[src/rtl/controlador_detector.sv]
`default_nettype none
// ============================================================================
// Module      : controlador_detector
// Description : Sequencer for a serial pattern-detection engine. Latches a
//               parallel data word and a pattern on a start handshake, shifts
//               the word MSB-first through a PAT_W-bit detection window and
//               pulses y on every (overlapping) pattern occurrence. The total
//               match count is reported in contagem when done pulses.
//               Optional feature macro: DETECTOR_MASK_EN (adds the mascara
//               input; zero bits in mascara are don't-care in the compare).
// Revision    : 1.0 - initial release
// ============================================================================
module controlador_detector #(
    parameter int WORD_W = 16,
    parameter int PAT_W  = 4,
    parameter int CNT_W  = 5
) (
    input  logic              clock,
    input  logic              reset,
    input  logic              start,
    input  logic [WORD_W-1:0] dado,
    input  logic [PAT_W-1:0]  padrao,
`ifdef DETECTOR_MASK_EN
    input  logic [PAT_W-1:0]  mascara,
`endif
    output logic              busy,
    output logic              done,
    output logic              bit_atual,
    output logic              y,
    output logic [CNT_W-1:0]  contagem
);

    // Bit index must reach WORD_W-1; keep at least one bit for WORD_W == 1.
    localparam int IDX_W = (WORD_W > 1) ? $clog2(WORD_W) : 1;

    localparam logic [IDX_W-1:0] c_PRIMEIRO = IDX_W'(PAT_W - 1);
    localparam logic [IDX_W-1:0] c_ULTIMO   = IDX_W'(WORD_W - 1);
    localparam logic [IDX_W-1:0] c_IDX_UM   = IDX_W'(1);
    localparam logic [CNT_W-1:0] c_CNT_UM   = CNT_W'(1);

    typedef enum logic [1:0] {
        OCIOSO  = 2'd0,
        DESLOCA = 2'd1,
        FIM     = 2'd2
    } estado_t;

    estado_t           r_estado;
    logic [WORD_W-1:0] r_dado;
    logic [PAT_W-1:0]  r_padrao;
    logic [PAT_W-1:0]  r_janela;
    logic [IDX_W-1:0]  r_indice;
`ifdef DETECTOR_MASK_EN
    logic [PAT_W-1:0]  r_mascara;
`endif

    logic              w_bit;
    logic [PAT_W-1:0]  w_janela_prox;
    logic              w_igual;
    logic              w_casa;

    // The latched word is shifted left, so its MSB is always the next bit.
    assign w_bit         = r_dado[WORD_W-1];
    // Window as it will look after this edge: oldest bit drops off the top.
    assign w_janela_prox = (r_janela << 1) | PAT_W'(w_bit);

`ifdef DETECTOR_MASK_EN
    assign w_igual = (((w_janela_prox ^ r_padrao) & r_mascara) == '0);
`else
    assign w_igual = (w_janela_prox == r_padrao);
`endif

    // A match only counts once the window holds PAT_W real data bits.
    assign w_casa = (r_indice >= c_PRIMEIRO) && w_igual;

    // Sequencer FSM with all outputs registered.
    always_ff @(posedge clock) begin
        if (reset) begin
            r_estado  <= OCIOSO;
            r_dado    <= '0;
            r_padrao  <= '0;
            r_janela  <= '0;
            r_indice  <= '0;
`ifdef DETECTOR_MASK_EN
            r_mascara <= '0;
`endif
            busy      <= 1'b0;
            done      <= 1'b0;
            bit_atual <= 1'b0;
            y         <= 1'b0;
            contagem  <= '0;
        end else begin
            case (r_estado)
                OCIOSO: begin
                    y    <= 1'b0;
                    done <= 1'b0;
                    if (start) begin
                        r_dado    <= dado;
                        r_padrao  <= padrao;
`ifdef DETECTOR_MASK_EN
                        r_mascara <= mascara;
`endif
                        r_janela  <= '0;
                        r_indice  <= '0;
                        contagem  <= '0;
                        busy      <= 1'b1;
                        r_estado  <= DESLOCA;
                    end
                end

                DESLOCA: begin
                    r_dado    <= r_dado << 1;
                    r_janela  <= w_janela_prox;
                    bit_atual <= w_bit;
                    y         <= w_casa;
                    r_indice  <= r_indice + c_IDX_UM;
                    if (w_casa) begin
                        contagem <= contagem + c_CNT_UM;
                    end
                    // Last bit: leave shifting and flag completion on the same edge.
                    if (r_indice == c_ULTIMO) begin
                        busy     <= 1'b0;
                        done     <= 1'b1;
                        r_estado <= FIM;
                    end
                end

                FIM: begin
                    done     <= 1'b0;
                    y        <= 1'b0;
                    r_estado <= OCIOSO;
                end

                default: begin
                    r_estado <= OCIOSO;
                end
            endcase
        end
    end

endmodule
`default_nettype wire

[config.mk]
export PLATFORM = sky130hd
export DESIGN_NAME = controlador_detector
export DESIGN_NICKNAME = d
export VERILOG_FILES = /design/src/rtl/controlador_detector.sv
export SDC_FILE = /design/constraint.sdc
export NUM_CORES = 1
export LEC_CHECK = 0
export ABC_AREA = 1
export BUFFER_PORTS_ARGS = -buffer_cell sky130_fd_sc_hd__clkbuf_2
export CAP_MARGIN = 20
export CORE_MARGIN = 2
export CORE_UTILIZATION = 37
export DETAILED_ROUTE_END_ITERATION = 8
export SLEW_MARGIN = 20
export SYNTH_ARGS = -nofsm -noshare
export SYNTH_HDL_FRONTEND = slang
export SYNTH_SLANG_ARGS = --single-unit
[constraint.sdc]
create_clock -name clock -period 1.4 [get_ports clock]
set_clock_uncertainty 0.2 [all_clocks]
set_input_delay 0 -clock clock [delete_from_list [all_inputs] [get_ports clock]]
set_output_delay 0 -clock clock [all_outputs]
set_load 0.01 [all_outputs]
Yosys cells after proc, flatten, opt, wreduce, memory -nomap -nowiden
Index checks and enable logic that the tools add are counted.
{ "word_totals": {"reg_bits": 38, "in_bits": 23, "output_inout_bits": 9, "word_cells": 49} }
{ "op_classes": {"addsub": 2, "n_lt_le_gt_ge": 1, "eq_ne": 7, "muxes": 17, "bitwise": 1, "reduce_logical": 11} }
{ "ops": {"columns": ["operator", "count"], "rows": [
  ["one-hot mux 16 bit (2 select lines)", 1],
  ["2-to-1 mux 16 bit", 1],
  ["2-to-1 mux 5 bit", 2],
  ["one-hot mux 5 bit (2 select lines)", 1],
  ["one-hot mux 4 bit (2 select lines)", 1],
  ["AND reduction 2 bit", 4],
  ["inequality test 2 bit (second input constant)", 3],
  ["one-hot mux 1 bit (2 select lines)", 3],
  ["one-hot mux 3 bit (2 select lines)", 1],
  ["AND reduction 3 bit", 2],
  ["adder 5 x 1 -> 5 bit (second input constant)", 1],
  ["adder 4 x 1 -> 4 bit (second input constant)", 1],
  ["equality test 4 bit", 1],
  ["equality test 4 bit (second input constant)", 1],
  [">= comparator 4 x 2 -> 1 bit (second input constant)", 1],
  ["2-to-1 mux 2 bit", 2],
  ["2-to-1 mux 4 bit", 1],
  ["OR 4 x 1 -> 4 bit", 1],
  ["one-hot mux 2 bit (2 select lines)", 1],
  ["nonzero test 2 bit", 2],
  ["2-to-1 mux 1 bit", 3],
  ["equality test 2 x 1 -> 1 bit (second input constant)", 1],
  ["equality test 2 bit (second input constant)", 1],
  ["zero test 2 bit", 1],
  ["2 further kinds", 2]
]} }

Depth between registers and ports, before layout
Gate-level depths: netlist (run 1).
{ "depth": {"ltp_word": 5, "ltp_mapped": 10, "ltp_nobuf": 10} }

Worst setup path after synthesis (run 1)
No wires, ideal clock.
{ "synth_path": {"path_type": "register to register", "start": "register r_indice[0]", "end": "register contagem[1]", "setup_time_ps": 117, "t_arrival_ps": 1126, "path_slack_ps": -43, "stages_incl_launch_ff": 9, "period_less_slack_ps": 1443, "cell_sequence": "dfxtp_1 ha_1 inv_1 nand2_1 nor2_1 nor2_1 nand3_4 a21boi_0 nor2_1"} }
{ "synth_between": {"elab_chain_cells": 4} }
{ "synth_rtl": {"columns": ["element", "line", "rtl"], "rows": [
  ["from (decl)", "51", "logic [IDX_W-1:0] r_indice;"],
  ["from (signal assigned)", "115", "r_indice <= r_indice + c_IDX_UM;"],
  [">= comparator 4 x 2 -> 1 bit", "73", "assign w_casa = (r_indice >= c_PRIMEIRO) && w_igual;"],
  ["logical AND 1 bit", "73", null],
  ["inequality test 2 bit (no line)", null, null],
  ["AND reduction 3 bit (no line)", null, null],
  ["to (signal assigned)", "117", "contagem <= contagem + c_CNT_UM;"],
  ["to (decl)", "30", "output logic [CNT_W-1:0] contagem"]
]} }
No other way between the ends.
A chain may end at the register's enable or synchronous reset.

Worst setup path after layout (run 1)
{ "layout_path": {"start": "register r_indice[1]", "end": "register contagem[2]"} }
Same word-level chain as after synthesis.

==> results of run 1 <==
## registers in the layout, summed over array words and instances (netlist names)
register and flops:
done 1, busy 1, r_indice 4, y 1
bit_atual 1, r_janela 3, r_dado 16, r_estado 2
contagem 5, r_padrao 4
## power by group through the flow
stage	combinational [uW]	clock [uW]	sequential [uW]
floorplan	285	0	1260
global placement	452	0	1250
detailed placement	459	0	1260
CTS	510	802	1230
global route	601	853	1250
finish	541	780	1240
## final timing paths
kind / start / slack [ns] / to / depth (start not counted)
min reg2reg: done$_SDFFE_PP0P_ / 0.26 / done$_SDFFE_PP0P_ / 2
max reg2reg: r_indice[1]$_SDFFE_PP0P_ / -0.01 / contagem[2]$_SDFFE_PP0P_ / 9
max: r_indice[1]$_SDFFE_PP0P_ / -0.01 / contagem[2]$_SDFFE_PP0P_ / 9
min: start / 0.08 / contagem[0]$_SDFFE_PP0P_ / 7
## routing by layer
metal / up-vias / track usage
met3: 4 / 0.05556
met4: 0 / 0.05660
met1: 747 / 0.2039
met2: 37 / 0.2887
li1: 840 / -
met5: - / 0
## synth_stat cells
cell      instances  area [sq um]
nand2_4           1         11.26
nand3_4           1         17.52
a21oi_1          19         95.09
o21ai_2           1         8.760
inv_1            15         56.30
nor2_2            1         6.260
nor2_1           39         146.4
dfxtp_1          38         760.7
buf_6             3         33.78
o21ai_1           1         5.000
a31oi_1           1         6.260
nand3_1           9         45.04
o311a_1           1         10.01
ha_1              2         25.02
o21ai_0           5         25.02
o221ai_2          5         75.07
a21boi_0          1         7.510
inv_2             3         11.26
o21bai_1          1         7.510
nand3b_1          1         7.510
o22ai_1           1         6.260
nor2_4            1         11.26
buf_2             4         20.02
nand2_1          41         153.9
buf_4             1         7.510
nand2_2           2         12.51
nor3_1            1         5.000
o221ai_1          9         78.83
clkbuf_1          2         7.510
## what timing repair did
item	CTS	global route
endpoints found under the hold margin	36	0
buffers inserted	0	1
endpoints found under the setup margin	6	28
pin swaps	3	1
hold buffers	21	0
resized for setup	2	15
## worst max-delay path: cells and delay by family (launching register included)
kind,cells,cell delay (ns)
and+or+nand+nor,6,0.52
buffers and inverters,1,0.03
adders and majority gates,1,0.14
DFF,1,0.35
AOI/OAI and AO/OA,1,0.13
## cell type report
cell class,count,area (sq um)
Clock inverter,1,5.005
Multi-Input combinational cell,144,842.1
Clock buffer,7,86.33
Fill cell,402,1961
Tap cell,52,65.06
Sequential cell,38,765.7
Inverter,18,70.07
Timing Repair Buffer,74,559.3
## stage by stage
stage            util  total power, uW  setup TNS [ns]  std cells
6_report       0.5497             2562       -0.009625        334
3_3_place_gp   0.4629             1705         -0.2007        304
5_1_grt        0.5497             2707         -0.8333        334
4_1_cts        0.5333             2545       -0.002935        333
2_1_floorplan       -             1540        -0.02395        210
3_5_place_dp   0.4629             1716         -0.3002        304
## kinds of logic after synthesis
| kind of cell | share of synthesized area |
|---|---|
| adders and majority gates | 0.01504 |
| DFF | 0.4571 |
| and+or+nand+nor | 0.2504 |
| AOI/OAI and AO/OA | 0.1955 |
| buffers and inverters | 0.08195 |
==> impl_metrics.prom, run 1 <==
# TYPE chip_impl_metric gauge
chip_impl_metric{name="fmaxAchievable",unit="MHz"} 709.4
chip_impl_metric{name="final_layout_size_suffix_gt1_frac",unit=""} 0.3262
chip_impl_metric{name="synth.ff_latch_count",unit=""} 38
chip_impl_metric{name="coreArea",unit="sq um"} 4354
chip_impl_metric{name="globalRouteTotalUtil",unit=""} 0.1704
chip_impl_metric{name="yosys_warnings",unit=""} 0
chip_impl_metric{name="pwr-share-seq",unit=""} 0.484
chip_impl_metric{name="final_min_period_over_clock_period",unit=""} 1.007
chip_impl_info{name="run_status",value="finished with violations"} 1
chip_impl_metric{name="power.internal",unit="uW"} 1831
chip_impl_metric{name="power_leakage",unit="uW"} 0.001021
chip_impl_metric{name="dr_wl_met3",unit="um"} 165
chip_impl_info{name="cp_cell_sequence",value="ha_4 -> inv_2 -> nand2_2 -> nor2_1 -> nor2_2 -> nand3_4 -> nand2_4 -> nand2_1 -> a21oi_2"} 1
chip_impl_metric{name="drt_iter0_markers",unit=""} 101
chip_impl_info{name="worst_path_max_delay_cell",value="dfxtp_2"} 1
chip_impl_metric{name="critical_path_peak_fanout",unit=""} 6
chip_impl_metric{name="post_route_cell_area",unit="sq um"} 2394
chip_impl_metric{name="drt-total-wl",unit="um"} 4049
chip_impl_metric{name="grt-ovfl-total",unit=""} 0
chip_impl_metric{name="power_switching_share",unit=""} 0.2851
chip_impl_metric{name="vias",unit=""} 1628
chip_impl_metric{name="std_cell_rows",unit=""} 24
chip_impl_metric{name="post_synth_num_cell_types",unit=""} 29
chip_impl_metric{name="antenna_found_initial",unit=""} 0
chip_impl_metric{name="post-route-worst-setup-slack",unit="ns"} -0.009625
chip_impl_metric{name="cts.htree.levels",unit=""} 2
chip_impl_metric{name="cts_made_buffers",unit=""} 5
chip_impl_info{name="mostFrequentLayoutCells",value="nand2_1 (40), nor2_1 (37), dfxtp_1 (34)"} 1
chip_impl_info{name="failed_checks",value="setup timing"} 1
chip_impl_info{name="worst-setup-path-type",value="flip-flop to flip-flop"} 1
chip_impl_metric{name="cp.arrival",unit="ns"} 1.44
chip_impl_metric{name="dp_slack",unit="ns"} -0.07916
chip_impl_metric{name="detailroute.wirelength.met2",unit="um"} 2029
chip_impl_metric{name="share_comb_of_total_power",unit=""} 0.211
chip_impl_metric{name="syn-instance-count",unit=""} 210
chip_impl_metric{name="numnets_final",unit=""} 306
chip_impl_info{name="worstHoldPathType",value="input pin to flip-flop"} 1
chip_impl_metric{name="max-clock-path-buffers",unit=""} 2
chip_impl_metric{name="ir_drop",unit="uV"} 787.3
chip_impl_metric{name="vias_per_cell",unit=""} 4.874
chip_impl_metric{name="finalHoldWorstSlack",unit="ns"} 0.07595
chip_impl_metric{name="chipWidth",unit="um"} 71.07
chip_impl_metric{name="power_per_cell_area",unit="nW/um^2"} 1070
chip_impl_metric{name="cts.sink_count",unit=""} 38
chip_impl_metric{name="post_synth.cell_area_avg",unit="sq um"} 7.924
chip_impl_metric{name="insertedDiodeCount",unit=""} 0
chip_impl_info{name="worstSetupEndpointType",value="flip-flop"} 1
chip_impl_info{name="top_signal_layer_used",value="met4"} 1
chip_impl_info{name="layout.cells.most_common",value="nand2_1"} 1
chip_impl_metric{name="finalHoldViolCount",unit=""} 0
chip_impl_metric{name="max_cap_violations",unit=""} 0
chip_impl_metric{name="firstDrtPassIters",unit=""} 4
chip_impl_metric{name="power.net_switching",unit="uW"} 730.2
chip_impl_info{name="clock_tree_from_tritoncts",value="yes"} 1
chip_impl_metric{name="met1Wirelength",unit="um"} 1812
chip_impl_metric{name="postPlaceCellArea",unit="sq um"} 2016
chip_impl_metric{name="clkTransAtPathRegs",unit="ns"} 0.08
chip_impl_metric{name="gp_routability_congestion",unit=""} 0.7784
chip_impl_metric{name="buffer_ports.inserted",unit=""} 31
chip_impl_info{name="cts.root.buffer_cell",value="clkbuf_8"} 1
chip_impl_metric{name="report.final.slew_viol_count",unit=""} 0
chip_impl_info{name="grt_setup_unrepaired",value="true"} 1
chip_impl_info{name="worst_setup_sp_type",value="flip-flop"} 1
chip_impl_metric{name="layout_min_cycle_time",unit="ns"} 1.410
chip_impl_metric{name="die_height",unit="um"} 71.07
chip_impl_metric{name="dp.final_hpwl",unit="um"} 2695
chip_impl_metric{name="critical_path.max_stage_delay",unit="ns"} 0.35
chip_impl_metric{name="starting_density_of_the_core",unit=""} 0.3822
chip_impl_metric{name="wire_length_of_the_first_global_routing_pass",unit="um"} 6775
chip_impl_metric{name="drt.antenna.violating_nets",unit=""} 0
chip_impl_metric{name="total_i_o_pin_count",unit=""} 32
chip_impl_metric{name="final-setup-viol-count",unit=""} 1
chip_impl_metric{name="max_slew_margin",unit=""} 0.8069
chip_impl_metric{name="clock_insertion_delay_worst_skew",unit="ns"} 0.29
chip_impl_metric{name="drc_errors",unit=""} 0
chip_impl_metric{name="floorplan.die_area",unit="sq um"} 5050
chip_impl_metric{name="syn_to_final_growth",unit="%"} 43.83
chip_impl_metric{name="grt_pass1_vias",unit=""} 1575
chip_impl_metric{name="avgRoutedWirePerCell",unit="um"} 12.12
chip_impl_metric{name="syn_area",unit="sq um"} 1664
chip_impl_metric{name="synthesis.nets",unit=""} 235
chip_impl_metric{name="worst-endpoint-required",unit="ns"} 1.43
chip_impl_metric{name="power_frac_clock",unit=""} 0.304
chip_impl_metric{name="actual_slew_at_the_worst_max_slew_pin",unit="ns"} 0.2893
chip_impl_metric{name="maximum_number_of_pins_on_one_net_before_global_route_repair",unit=""} 18
chip_impl_metric{name="synth_seq_area_share",unit=""} 0.4571
Note: power is estimated with default switching activity, not from simulation.
==> run 2, diff against run 1 <==
Settings changed: CORE_ASPECT_RATIO set to 1.5, SKIP_CTS_REPAIR_TIMING set to 1.
Clock period 1.4 ns to 1.75 ns, I/O delays scaled along.
==> impl_metrics.prom, run 2 (synthesized netlist as in run 1, its figures left out) <==
# TYPE chip_impl_metric gauge
chip_impl_metric{name="drt-total-wl",unit="um"} 3698
chip_impl_metric{name="max_slew_margin",unit=""} 0.8334
chip_impl_metric{name="power_per_cell_area",unit="nW/um^2"} 895.8
chip_impl_metric{name="insertedDiodeCount",unit=""} 0
chip_impl_metric{name="critical_path_peak_fanout",unit=""} 6
chip_impl_metric{name="drt.antenna.violating_nets",unit=""} 0
chip_impl_metric{name="avgRoutedWirePerCell",unit="um"} 11.89
chip_impl_metric{name="multiInputGateArea",unit="sq um"} 767.0
chip_impl_metric{name="die_height",unit="um"} 86.14
chip_impl_metric{name="filler_cells",unit=""} 439
chip_impl_metric{name="grt-ovfl-total",unit=""} 0
chip_impl_info{name="cts.root.buffer_cell",value="clkbuf_8"} 1
chip_impl_metric{name="maximum_number_of_pins_on_one_net_before_global_route_repair",unit=""} 22
chip_impl_metric{name="power.internal",unit="uW"} 1404
chip_impl_metric{name="clkTransAtPathRegs",unit="ns"} 0.07
chip_impl_metric{name="worst-r2r-cell-count",unit=""} 8
chip_impl_metric{name="dp.final_hpwl",unit="um"} 2579
chip_impl_metric{name="cts_made_buffers",unit=""} 5
chip_impl_info{name="layout_top_registers",value="r_dado: 16 flops, contagem: 5 flops"} 1
chip_impl_metric{name="finalHoldWorstSlack",unit="ns"} -0.01016
chip_impl_info{name="crit_family",value="simple AND/OR/NAND/NOR gates"} 1
chip_impl_metric{name="cts.sink_count",unit=""} 38
chip_impl_info{name="grt_setup_unrepaired",value="false"} 1
chip_impl_metric{name="report.final.slew_viol_count",unit=""} 0
chip_impl_info{name="worst_path_max_delay_cell",value="dfxtp_1"} 1
chip_impl_metric{name="gp_routability_congestion",unit=""} 0.8120
chip_impl_metric{name="ir_drop",unit="uV"} 640.9
chip_impl_metric{name="finalHoldViolCount",unit=""} 1
chip_impl_info{name="worstSetupEndpointType",value="flip-flop"} 1
chip_impl_metric{name="critical_path.max_stage_delay",unit="ns"} 0.36
chip_impl_info{name="run_status",value="finished with violations"} 1
chip_impl_metric{name="worst-endpoint-required",unit="ns"} 1.74
chip_impl_metric{name="worst_path_buf_inv",unit=""} 1
chip_impl_info{name="regToRegEndpoint",value="contagem[1]$_SDFFE_PP0P_"} 1
chip_impl_metric{name="r2r_setup_slack",unit="ns"} 0.20
chip_impl_info{name="failed_checks",value="hold timing"} 1
chip_impl_info{name="regMostFlops",value="r_dado"} 1
chip_impl_metric{name="power_switching_share",unit=""} 0.2761
chip_impl_metric{name="setup_total_negative_slack",unit="ns"} 0
chip_impl_metric{name="clock_insertion_delay_worst_skew",unit="ns"} 0.29
chip_impl_metric{name="chipWidth",unit="um"} 58.76
chip_impl_metric{name="final-setup-viol-count",unit=""} 0
chip_impl_info{name="clock_tree_from_tritoncts",value="yes"} 1
chip_impl_info{name="cp_cell_sequence",value="ha_1 -> inv_1 -> nand2_1 -> nor2_1 -> nor2_1 -> nand3_4 -> a21boi_0 -> nor2_1"} 1
chip_impl_metric{name="final_min_period_over_clock_period",unit=""} 0.8872
chip_impl_metric{name="std_cell_rows",unit=""} 29
chip_impl_metric{name="vias",unit=""} 1555
chip_impl_metric{name="starting_density_of_the_core",unit=""} 0.3887
chip_impl_info{name="endpoint_of_the_worst_hold_path",value="r_dado[0]$_SDFFE_PP0P_"} 1
chip_impl_metric{name="antenna_found_initial",unit=""} 0
chip_impl_metric{name="share_comb_of_total_power",unit=""} 0.184
chip_impl_info{name="launch_point_of_the_worst_reg_to_reg_path",value="r_indice[1]$_SDFFE_PP0P_"} 1
chip_impl_info{name="mostFrequentLayoutCells",value="nand2_1 (41), nor2_1 (39), dfxtp_1 (38)"} 1
chip_impl_metric{name="max_cap_violations",unit=""} 0
chip_impl_metric{name="layout_min_cycle_time",unit="ns"} 1.553
chip_impl_metric{name="largest_register_ffs",unit=""} 16
chip_impl_info{name="worstHoldPathType",value="input pin to flip-flop"} 1
chip_impl_metric{name="total_i_o_pin_count",unit=""} 32
chip_impl_metric{name="final_layout_size_suffix_gt1_frac",unit=""} 0.2226
chip_impl_metric{name="regArea",unit="sq um"} 760.7
chip_impl_info{name="worst-setup-path-type",value="flip-flop to flip-flop"} 1
chip_impl_metric{name="buffer_ports.inserted",unit=""} 31
chip_impl_metric{name="syn_to_final_growth",unit="%"} 30.15
chip_impl_metric{name="cts.htree.levels",unit=""} 2
chip_impl_metric{name="pwr-share-seq",unit=""} 0.510
chip_impl_metric{name="globalRouteTotalUtil",unit=""} 0.1569
chip_impl_info{name="critPathMostFrequentCell",value="nor2_1"} 1
chip_impl_metric{name="min_path_cells",unit=""} 6
chip_impl_metric{name="power.net_switching",unit="uW"} 535.6
chip_impl_metric{name="numnets_final",unit=""} 291
chip_impl_metric{name="drc_errors",unit=""} 0
chip_impl_info{name="hold_path_startpoint",value="start"} 1
chip_impl_info{name="worst_setup_sp_type",value="flip-flop"} 1
chip_impl_metric{name="drt_iter0_markers",unit=""} 51
chip_impl_metric{name="grt_pass1_vias",unit=""} 1404
chip_impl_metric{name="actual_slew_at_the_worst_max_slew_pin",unit="ns"} 0.2496
chip_impl_metric{name="power_leakage",unit="uW"} 0.0009297
chip_impl_metric{name="coreArea",unit="sq um"} 4282
chip_impl_info{name="layout.cells.most_common",value="nand2_1"} 1
chip_impl_metric{name="power_frac_clock",unit=""} 0.307
chip_impl_metric{name="floorplan.die_area",unit="sq um"} 5061
chip_impl_metric{name="firstDrtPassIters",unit=""} 4
chip_impl_metric{name="cp.arrival",unit="ns"} 1.54
chip_impl_metric{name="vias_per_cell",unit=""} 5.000
chip_impl_metric{name="fmaxAchievable",unit="MHz"} 644.1
chip_impl_metric{name="max-clock-path-buffers",unit=""} 2
chip_impl_metric{name="wire_length_of_the_first_global_routing_pass",unit="um"} 6003
run 2: through the flow:
stage | power, uW | utilization | worst slack (ns) | instances | instance area [sq um]
after detailed placement | 1331 | 0.4375 | 0.1919 | 284 | 1873
final | 1940 | 0.5058 | 0.1974 | 311 | 2166
after global placement | 1328 | 0.4375 | 0.2464 | 284 | 1873
after floorplan | 1229 | - | 0.3065 | 210 | 1664
after global routing | 2045 | 0.5058 | 0.04954 | 311 | 2166
after CTS | 1927 | 0.4568 | 0.1877 | 290 | 1956
run 2: final cells by class:
type                       instances  share of cell area
multi-input combinational        144              0.3541
clock buffer                       6             0.03813
inverter                          18             0.03120
sequential                        38              0.3512
timing repair buffer              59              0.1987
tap                               46             0.02657
run 2: tightest hold or removal path, cell delays in order:
cell and delay [ns]:
clkbuf_2 0.08, nand2_2 0.07, nor2_2 0.04, buf_4 0.14, nand2_1 0.05, a21oi_1 0.05
run 2: how the worst max path moves through the flow:
stage / depth (start not counted) / to / from / slack [ns]
finish: 8 / contagem[1]$_SDFFE_PP0P_ / r_indice[1]$_SDFFE_PP0P_ / 0.20
detailed placement: 8 / contagem[1]$_SDFFE_PP0P_ / r_indice[0]$_SDFFE_PP0P_ / 0.19
global route: 9 / contagem[0]$_SDFFE_PP0P_ / r_indice[0]$_SDFFE_PP0P_ / 0.05
CTS: 8 / contagem[1]$_SDFFE_PP0P_ / r_indice[0]$_SDFFE_PP0P_ / 0.19
global placement: 10 / contagem[4]$_SDFFE_PP0P_ / r_indice[0]$_SDFFE_PP0P_ / 0.25
floorplan: 8 / contagem[1]$_SDFFE_PP0P_ / r_indice[0]$_SDFFE_PP0P_ / 0.31
run 2: power groups by stage:
stage	logic (uW)	clock network, uW	registers, uW
floorplan	227	0	1000
global placement	322	0	1010
detailed placement	323	0	1010
CTS	325	614	988
global route	400	647	997
finish	356	595	989
run 2: routing by layer:
layer  vias to the layer above  part of all wire  global-route usage
li1                        807                 -                   -
met1                       707              0.44              0.1695
met2                        35              0.49              0.2667
met3                         6             0.047             0.04525
met4                         0             0.020             0.08678
met5                         -                 0                   0
==> run 3, diff against run 2 <==
Clock period 1.75 ns to 1.3 ns, I/O delays scaled along.
==> impl_metrics.prom, run 3 (synthesized netlist as in run 1, its figures left out) <==
# TYPE chip_impl_metric gauge
chip_impl_metric{name="fmaxAchievable",unit="MHz"} 714.8
chip_impl_metric{name="firstDrtPassIters",unit=""} 6
chip_impl_metric{name="gr-usage-met3",unit=""} 0.04676
chip_impl_info{name="worst-setup-path-type",value="flip-flop to flip-flop"} 1
chip_impl_metric{name="grt_pass1_vias",unit=""} 1405
chip_impl_metric{name="grt-ovfl-total",unit=""} 0
chip_impl_info{name="worstHoldPathType",value="input pin to flip-flop"} 1
chip_impl_metric{name="power_per_cell_area",unit="nW/um^2"} 1179
chip_impl_info{name="failed_checks",value="DRC, hold timing, setup timing"} 1
chip_impl_metric{name="power.net_switching",unit="uW"} 795.5
chip_impl_metric{name="globalRouteTotalUtil",unit=""} 0.1631
chip_impl_metric{name="share_comb_of_total_power",unit=""} 0.213
chip_impl_metric{name="finalHoldWorstSlack",unit="ns"} -0.004736
chip_impl_metric{name="total_i_o_pin_count",unit=""} 32
chip_impl_metric{name="worst-r2r-cell-count",unit=""} 10
chip_impl_metric{name="max_slew_margin",unit=""} 0.8700
chip_impl_metric{name="gr-usage-met2",unit=""} 0.2616
chip_impl_metric{name="numnets_final",unit=""} 313
chip_impl_info{name="regMostFlops",value="r_dado"} 1
chip_impl_metric{name="final_layout_size_suffix_gt1_frac",unit=""} 0.3529
chip_impl_metric{name="drc_errors",unit=""} 2
chip_impl_info{name="launch_point_of_the_worst_reg_to_reg_path",value="r_indice[0]$_SDFFE_PP0P_"} 1
chip_impl_metric{name="met1_usage",unit=""} 0.1925
chip_impl_info{name="cp-startpoint",value="r_indice[0]$_SDFFE_PP0P_"} 1
chip_impl_metric{name="std_cell_rows",unit=""} 29
chip_impl_metric{name="drt_iter0_markers",unit=""} 57
chip_impl_metric{name="totalPowerFinal",unit="uW"} 2939
chip_impl_metric{name="maximum_number_of_pins_on_one_net_before_global_route_repair",unit=""} 24
chip_impl_info{name="crit_path_end",value="contagem[3]$_SDFFE_PP0P_"} 1
chip_impl_metric{name="wire_length_of_the_first_global_routing_pass",unit="um"} 6147
chip_impl_metric{name="buffer_ports.inserted",unit=""} 31
chip_impl_metric{name="power_switching_share",unit=""} 0.2707
chip_impl_metric{name="power_frac_clock",unit=""} 0.336
chip_impl_info{name="cts.root.buffer_cell",value="clkbuf_8"} 1
chip_impl_metric{name="finalHoldViolCount",unit=""} 1
chip_impl_metric{name="r2r_setup_slack",unit="ns"} -0.1
chip_impl_metric{name="critical_path_peak_fanout",unit=""} 6
chip_impl_metric{name="cts_made_buffers",unit=""} 5
chip_impl_metric{name="antenna_found_initial",unit=""} 0
chip_impl_metric{name="largest_register_ffs",unit=""} 16
chip_impl_info{name="run_status",value="finished with violations"} 1
chip_impl_metric{name="actual_slew_at_the_worst_max_slew_pin",unit="ns"} 0.1950
chip_impl_metric{name="ir_drop",unit="uV"} 908.4
chip_impl_metric{name="clock_insertion_delay_worst_skew",unit="ns"} 0.29
chip_impl_metric{name="gp_routability_congestion",unit=""} 0.7274
chip_impl_metric{name="max_cap_violations",unit=""} 0
chip_impl_metric{name="avgRoutedWirePerCell",unit="um"} 11.78
chip_impl_info{name="layout.cells.most_common",value="nand2_1"} 1
chip_impl_metric{name="floorplan.die_area",unit="sq um"} 5061
chip_impl_metric{name="filler_cells",unit=""} 405
chip_impl_metric{name="max-clock-path-buffers",unit=""} 2
chip_impl_info{name="layout_top_registers",value="r_dado: 16 flops, contagem: 5 flops"} 1
chip_impl_metric{name="pwr-share-seq",unit=""} 0.452
chip_impl_metric{name="final_min_period_over_clock_period",unit=""} 1.076
chip_impl_metric{name="insertedDiodeCount",unit=""} 0
chip_impl_metric{name="setup_total_negative_slack",unit="ns"} -0.5607
chip_impl_metric{name="drt.antenna.violating_nets",unit=""} 0
chip_impl_metric{name="worst-endpoint-required",unit="ns"} 1.29
chip_impl_metric{name="cts.htree.levels",unit=""} 2
chip_impl_info{name="top_usage_layer_grt",value="met2"} 1
chip_impl_metric{name="drt-total-wl",unit="um"} 3947
chip_impl_metric{name="cp.arrival",unit="ns"} 1.39
chip_impl_info{name="mostFrequentLayoutCells",value="nand2_1 (38), nor2_1 (36), dfxtp_1 (34)"} 1
chip_impl_metric{name="dp_slack",unit="ns"} -0.1811
chip_impl_metric{name="cts.sink_count",unit=""} 38
chip_impl_metric{name="layout_min_cycle_time",unit="ns"} 1.399
chip_impl_metric{name="chipWidth",unit="um"} 58.76
chip_impl_metric{name="power.internal",unit="uW"} 2144
chip_impl_info{name="regToRegEndpoint",value="contagem[3]$_SDFFE_PP0P_"} 1
chip_impl_metric{name="vias",unit=""} 1637
chip_impl_metric{name="syn_to_final_growth",unit="%"} 49.77
chip_impl_metric{name="coreArea",unit="sq um"} 4282
chip_impl_metric{name="starting_density_of_the_core",unit=""} 0.3887
chip_impl_metric{name="post-route-worst-setup-slack",unit="ns"} -0.09907
chip_impl_metric{name="vias_per_cell",unit=""} 4.887
chip_impl_metric{name="final-setup-viol-count",unit=""} 15
chip_impl_metric{name="dp.final_hpwl",unit="um"} 2678
chip_impl_info{name="grt_setup_unrepaired",value="true"} 1
chip_impl_metric{name="die_height",unit="um"} 86.14
chip_impl_metric{name="clkTransAtPathRegs",unit="ns"} 0.08
chip_impl_info{name="clock_tree_from_tritoncts",value="yes"} 1
chip_impl_metric{name="report.final.slew_viol_count",unit=""} 0
chip_impl_metric{name="power_leakage",unit="uW"} 0.001079
chip_impl_info{name="worstSetupEndpointType",value="flip-flop"} 1
chip_impl_info{name="worst_setup_sp_type",value="flip-flop"} 1
-- run 3: cell types whose count changed in the layout (fill, tap and decap cells not counted), sizes merged --
cell,previous run,this run
clkbuf,37,36
bufinv,0,1
clkinv,0,2
buf,7,29
-- run 3: through the flow --
stage	std cells	cell area [sq um]	utilization
after floorplan	210	1709	-
after global placement	304	2090	0.4880
after detailed placement	304	2090	0.4880
after CTS	312	2198	0.5134
after global routing	335	2492	0.5821
final	335	2492	0.5821
-- run 3: area by class of cell --
cell class / instances / area [sq um] / share of cell area
multi-input combinational: 144 / 840.8 / 0.3373
sequential: 38 / 765.7 / 0.3072
timing repair buffer: 81 / 639.4 / 0.2565
inverter: 18 / 80.08 / 0.03213
clock buffer: 5 / 68.82 / 0.02761
tap: 46 / 57.56 / 0.02309
clock inverter: 3 / 40.04 / 0.01606
-- run 3: worst min path at each step --
stage / from / to / slack, ns / cells after the start
global placement: dado[0] / r_dado[0]$_SDFFE_PP0P_ / 0.05 / 3
global route: start / r_indice[1]$_SDFFE_PP0P_ / 0.02 / 6
floorplan: dado[0] / r_dado[0]$_SDFFE_PP0P_ / -0.05 / 2
CTS: dado[0] / r_dado[0]$_SDFFE_PP0P_ / -0.27 / 3
detailed placement: dado[0] / r_dado[0]$_SDFFE_PP0P_ / 0.05 / 3
finish: start / r_dado[0]$_SDFFE_PP0P_ / -0.005 / 6
-- run 3: worst max-delay path: stages (launching register included) --
cell	delay (ns)
dfxtp_2	0.35
ha_4	0.14
inv_2	0.03
nand2_2	0.05
nor2_2	0.04
nor2_2	0.12
nand3_4	0.12
nand2_4	0.11
nand2_2	0.05
nand2_1	0.06
nor2_1	0.04
-- run 3: power by group through the flow --
stage,Combinational [uW],Clock [uW],Sequential [uW]
finish,625,987,1330
global route,689,1060,1340
CTS,537,1010,1320
detailed placement,533,0,1350
global placement,530,0,1350
floorplan,319,0,1360
-- run 3: per-layer routing --
| layer | vias up | routed length, um |
|---|---|---|
| li1 | 854 | - |
| met1 | 740 | 1685 |
| met2 | 35 | 2010 |
| met4 | 0 | 108 |
| met3 | 8 | 142 |
| met5 | - | 0 |
